--- config.mk ---
export PLATFORM = sky130hd
export DESIGN_NAME = guess_tracker
export DESIGN_NICKNAME = d
export VERILOG_FILES = /design/src/rtl/hangman_pkg.sv /design/src/rtl/letter_matcher.sv /design/src/rtl/guess_tracker.sv
export SDC_FILE = /design/constraint.sdc
export NUM_CORES = 1
export LEC_CHECK = 0
export BUFFER_PORTS_ARGS = -buffer_cell sky130_fd_sc_hd__buf_2
export CELL_PAD_IN_SITES_DETAIL_PLACEMENT = 0
export CELL_PAD_IN_SITES_GLOBAL_PLACEMENT = 2
export CORE_MARGIN = 5
export CORE_UTILIZATION = 33
export DETAILED_ROUTE_END_ITERATION = 16
export PLACE_DENSITY_LB_ADDON = 0.1
export SYNTH_ARGS = -nofsm -noshare
export SYNTH_HDL_FRONTEND = slang
export SYNTH_SLANG_ARGS = --single-unit
export TNS_END_PERCENT = 100
--- constraint.sdc ---
create_clock -name clk -period 2.39 [get_ports clk]
set_input_delay 0.478 -clock clk [delete_from_list [all_inputs] [get_ports clk]]
set_output_delay 0.478 -clock clk [all_outputs]
set_load 0.01 [all_outputs]
--- src/rtl/hangman_pkg.sv ---
// hangman_pkg: shared letter-code constants and guess FSM state encoding
package hangman_pkg;
    localparam int LETTER_W = 5;
    localparam int NUM_LETTERS = 26;
    localparam logic [LETTER_W-1:0] KEY_ENTER = 5'd26;
    localparam logic [LETTER_W-1:0] KEY_NONE = 5'd27;
    typedef enum logic [2:0] {IDLE, WAIT_PRESS, CHECK, WAIT_RELEASE, DONE} state_t;
endpackage

--- src/rtl/letter_matcher.sv ---
// letter_matcher: per-position compare of a guessed letter against the active part of the word
module letter_matcher
    import hangman_pkg::*;
#(
    parameter int MAX_LEN = 8
) (
    input  logic [LETTER_W*MAX_LEN-1:0] word,
    input  logic [3:0]                  len,
    input  logic [LETTER_W-1:0]         letter,
    output logic [MAX_LEN-1:0]          match
);
    for (genvar i = 0; i < MAX_LEN; i++) begin : g_cmp
        assign match[i] = (4'(i) < len) && (word[LETTER_W*i +: LETTER_W] == letter);
    end
endmodule

--- src/rtl/guess_tracker.sv ---
// guess_tracker: turns key presses into one-shot guesses and scores them against the loaded word
module guess_tracker
    import hangman_pkg::*;
#(
    parameter int MAX_LEN = 8,
    parameter int MAX_WRONG = 6
) (
    input  logic                           clk,
    input  logic                           reset,
    input  logic                           pressed,
    input  logic [LETTER_W-1:0]            inputLetter,
    input  logic                           word_load,
    input  logic [LETTER_W*MAX_LEN-1:0]    word_letters,
    input  logic [3:0]                     word_len,
    output logic                           guess_strobe,
    output logic                           guess_hit,
    output logic                           enter_pulse,
    output logic [NUM_LETTERS-1:0]         used_mask,
    output logic [MAX_LEN-1:0]             reveal_mask,
    output logic [$clog2(MAX_WRONG+1)-1:0] wrong_count,
    output logic                           game_won,
    output logic                           game_lost
);
    localparam int WRONG_W = $clog2(MAX_WRONG + 1);
    state_t state;
    logic [LETTER_W*MAX_LEN-1:0] word_q;
    logic [3:0] len_q, len_c;
    logic [LETTER_W-1:0] letter_q;
    logic pressed_q, edge_c;
    logic [MAX_LEN-1:0] match, load_reveal, new_reveal;
    logic [WRONG_W-1:0] wrong_inc;
    letter_matcher #(.MAX_LEN(MAX_LEN)) u_matcher (
        .word   (word_q),
        .len    (len_q),
        .letter (letter_q),
        .match  (match)
    );
    assign edge_c = pressed & ~pressed_q;
    assign new_reveal = reveal_mask | match;
    assign wrong_inc = (wrong_count == WRONG_W'(MAX_WRONG)) ? wrong_count : wrong_count + 1'b1;
    always_comb begin
        len_c = (word_len > 4'(MAX_LEN)) ? 4'(MAX_LEN) : word_len;
        for (int i = 0; i < MAX_LEN; i++)
            load_reveal[i] = (4'(i) >= len_c) || (word_letters[LETTER_W*i +: LETTER_W] >= KEY_ENTER);
    end
    always_ff @(posedge clk) begin
        if (!reset) begin
            state <= IDLE;
            word_q <= '0;
            len_q <= '0;
            letter_q <= '0;
            pressed_q <= 1'b0;
            guess_strobe <= 1'b0;
            guess_hit <= 1'b0;
            enter_pulse <= 1'b0;
            used_mask <= '0;
            reveal_mask <= '0;
            wrong_count <= '0;
            game_won <= 1'b0;
            game_lost <= 1'b0;
        end else begin
            pressed_q <= pressed;
            guess_strobe <= 1'b0;
            guess_hit <= 1'b0;
            enter_pulse <= 1'b0;
            if (word_load) begin
                used_mask <= '0;
                wrong_count <= '0;
                game_won <= 1'b0;
                game_lost <= 1'b0;
                if (word_len == 4'd0) begin
                    state <= IDLE;
                    word_q <= '0;
                    len_q <= '0;
                    reveal_mask <= '0;
                end else begin
                    state <= pressed ? WAIT_RELEASE : WAIT_PRESS;
                    word_q <= word_letters;
                    len_q <= len_c;
                    reveal_mask <= load_reveal;
                end
            end else begin
                case (state)
                    IDLE: enter_pulse <= edge_c && (inputLetter == KEY_ENTER);
                    WAIT_PRESS, DONE: if (edge_c) begin
                        letter_q <= inputLetter;
                        enter_pulse <= inputLetter == KEY_ENTER;
                        state <= (state == WAIT_PRESS && inputLetter < KEY_ENTER && !used_mask[inputLetter])
                                 ? CHECK : WAIT_RELEASE;
                    end
                    CHECK: begin
                        used_mask[letter_q] <= 1'b1;
                        reveal_mask <= new_reveal;
                        guess_strobe <= 1'b1;
                        guess_hit <= |match;
                        game_won <= &new_reveal;
                        if (~|match) begin
                            wrong_count <= wrong_inc;
                            game_lost <= wrong_inc == WRONG_W'(MAX_WRONG);
                        end
                        state <= WAIT_RELEASE;
                    end
                    WAIT_RELEASE: if (!pressed) state <= (game_won || game_lost) ? DONE : WAIT_PRESS;
                    default: state <= IDLE;
                endcase
            end
        end
    end
endmodule

==> impl_metrics.tcl <==
set metrics [dict create \
    fin_crit_sh_pct 89.54 \
    path_buf_inv 0 \
    place_hpwl_um 10370 \
    crit_path_end_kind "flip-flop" \
    synth_area_leaders "dfxtp_1, a22o_1, a21oi_1" \
    clock-sinks 95 \
    synthCells 473 \
    finalNetCount 619 \
    num_rows 42 \
    yosysSeqAreaShare_pct 42.96 \
    post-synth-top-area-cell "dfxtp_1" \
    grt_setup_unrepaired "false" \
    max_freq_mhz 467.3 \
    area_delta_synth_final_pct 23.94 \
    slew_headroom_pct 59.26 \
    slowest_delay_ns 0.62 \
    drtIter0Drc 250 \
    pin_count 95 \
    first_pass_iters 4 \
    grt_pass1_wl_um 21690 \
    routabilityCongestion 0.8222 \
    tightestPinTransition_ns 0.6098 \
    grt_start_max_net_pins 40 \
    drt-total-wl_um 13560 \
    worst-endpoint-arrival_ns 2.39 \
    num_antenna_cells 0 \
    synth-edff-count 0 \
    portBuffers 94 \
    synth-async-reset-ratio_pct 0 \
    grt_pass1_vias 3891 \
    grt_use_total_pct 17.33 \
    vias 3828 \
    start_kind "flip-flop" \
    antenna_found_initial 0 \
    critPathKind "reg2reg" \
    period_needed_ns 2.140 \
    core_um2 13190 \
    crit_slowest_cell "dfxtp_1" \
    synth_seq_cells 95 \
    synth_ff_type "dfxtp_1" \
    cp_top_family "simple AND/OR/NAND/NOR gates" \
    status "finished clean" \
    ys_types 53 \
    clkLatencyLatePin_ns 0.35 \
    irDropWorstVdd_mv 0.4091 \
    post_cts_buffers 0 \
    drt_drc_violations_left 0 \
    start_util_pct 33.56 \
    routedWlPerCell_um 18.22 \
    avgViaCountPerCell 5.145 \
    die_x_um 125.8 \
    cts-htree-levels 3 \
    finalClockSkew_ns 0.008830 \
    synth_top_area_share_pct 42.96 \
    ctsResizeCount 0 \
    maxCapViolCount 0 \
    tritoncts "done" \
    p_leak_nw 2.423 \
    path_cells "xor2_1, nor3_1, and3_1, nor4_2, a41oi_1, a211oi_1" \
    overflow 0 \
    die_area_um2 15830 \
    cts-buffers-inserted 9 \
    postRouteAntennaNets 0 \
    clk_pin_slew_ns 0.07 \
    setup_viol 0 \
    synth_nets 528 \
    tns_ns 0 \
    post_synth.cell_area_avg_um2 9.359 \
    powerDensity_nw_per_um2 716.0 \
    ctsHoldBuffers 0 \
    worstPathMaxFanout 9 \
    root_buffer "clkbuf_16" \
    drive_above_1_share_pct 26.41 \
    r2r_slack_ns 0.25 \
    synth_area_um2 4427 \
    total_power_mw 3.928 \
    hold_violations 0 \
    fillers 1342 \
    die_h_um 125.8 \
    cp.required_ns 2.64 \
    clock_path_buffers 2 \
    final-max-slew-violation-count 0 \
    min_path_type "in2reg" \
    ys_warn_count 0 \
]
## state kept, by name, summed over array words and instances, names as in the netlist
| name | flops |
|---|---|
| word_q | 40 |
| used_mask | 26 |
| reveal_mask | 8 |
| letter_q | 5 |
| len_q | 4 |
| state | 3 |
| wrong_count | 3 |
| enter_pulse | 1 |
| game_lost | 1 |
| game_won | 1 |
| guess_hit | 1 |
| guess_strobe | 1 |
| pressed_q | 1 |
## metal layers
metal  share of wire (%)  vias to the layer above  routed length, µm  global-route usage, %
li1                    -                     1882                  -                      -
met1                  47                     1858               6412                  22.96
met2                  47                       82               6386                  27.82
met3                 4.6                        6                623                  4.953
met4                0.98                        0                133                  4.732
met5                   0                        -                  0                      0
## worst register-to-register path, stage by stage (launching register included)
cell and delay [ns]:
dfxtp_1 0.62, xor2_1 0.20, nor3_1 0.08, and3_1 0.24, nor4_2 0.45, a41oi_1 0.19
a211oi_1 0.26
## report_power, final
part | leakage, nW | internal (mW) | switching [mW] | total, mW
logic | 1.47 | 0.199 | 0.254 | 0.453
registers | 0.775 | 1.64 | 0.0583 | 1.70
clock network | 0.179 | 1.15 | 0.619 | 1.77
## synth_stat cells, drive strengths merged, types with 2 or more instances
cell type and n:
o211a 5, mux2i 10, o21a 4, or2 2, nor2 51, a31oi 10, clkbuf 15, and3 3
and3b 2, o21ai 11, nor2b 11, nand2 23, nand4 4, a211o 2, o2111ai 2, o211ai 7
and2 4, dfxtp 95, nor4 6, a22o 39, nor3b 4, nor3 12, buf 19, inv 8
mux4 6, mux2 3, xnor2 19, and4b 2, a211oi 2, nand2b 6, xor2 22, a21oi 44
ha 2, nand3 5, or3 2
## stage by stage
| stage | std cells | cell area (µm²) | worst slack [ns] | utilization, % | hold WS (ns) |
|---|---|---|---|---|---|
| 3_3_place_gp | 729 | 5119 | 0.2557 | 38.81 | 0.4796 |
| 3_5_place_dp | 729 | 5119 | 0.2426 | 38.81 | 0.4840 |
| 2_1_floorplan | 473 | 4427 | 0.3849 | - | 0.4699 |
| 4_1_cts | 744 | 5487 | 0.2289 | 41.60 | 0.3191 |
| 5_1_grt | 744 | 5487 | 0.05236 | 41.60 | 0.3381 |
| 6_report | 744 | 5487 | 0.2500 | 41.60 | 0.3316 |
## area by class of cell
class	instances	area [µm²]	area share, %
timing repair buffer	114	645.6	11.77
tap	176	220.2	4.014
sequential	95	1902	34.66
inverter	8	30.03	0.5473
clock inverter	5	128.9	2.349
multi-input combinational	336	2321	42.30
clock buffer	10	239.0	4.356
## kinds of logic (layout without fill, tap and decap cells)
kind of cell / count (synthesis) / in the layout / synth area share, %
mux: 19 / 19 / 6.077
fa+ha+maj: 2 / 2 / 0.5652
compound gates: 135 / 135 / 21.37
xor+xnor: 41 / 41 / 8.112
flops: 95 / 95 / 42.96
buf+inv: 42 / 137 / 4.663
simple gates: 139 / 139 / 16.25
## worst paths after layout
path / from / endpoint / cells past startpoint
setup / recovery: letter_q[1]$_SDFFE_PN0P_ / wrong_count[2]$_SDFFE_PP0P_ / 6
hold / removal: word_letters[30] / word_q[30]$_SDFFE_PN0P_ / 2
setup reg to reg: letter_q[1]$_SDFFE_PN0P_ / wrong_count[2]$_SDFFE_PP0P_ / 6
hold reg to reg: game_lost$_SDFFE_PP0P_ / game_lost$_SDFFE_PP0P_ / 2
## layout by cell type (no fill, tap or decap), types with 4 or more instances in the layout
cell type | netlist | final
clkbuf_16 | 0 | 9
nand3_1 | 5 | 5
mux4_2 | 6 | 6
nor3_1 | 9 | 9
dfxtp_1 | 95 | 95
buf_4 | 3 | 18
xor2_1 | 22 | 22
bufinv_16 | 0 | 4
a22o_1 | 39 | 39
nand2b_1 | 6 | 6
mux2i_1 | 10 | 10
nand2_1 | 23 | 23
a31oi_1 | 10 | 10
nor4_1 | 4 | 4
nand4_1 | 4 | 4
xnor2_1 | 19 | 19
nor2_1 | 51 | 51
a21oi_1 | 44 | 44
o211ai_1 | 7 | 7
nor2b_1 | 11 | 10
o21a_1 | 4 | 4
inv_1 | 8 | 8
nor3b_1 | 4 | 4
buf_2 | 12 | 94
o211a_1 | 5 | 5
o21ai_0 | 11 | 11
No activity file was read; power rests on OpenSTA's default activity.
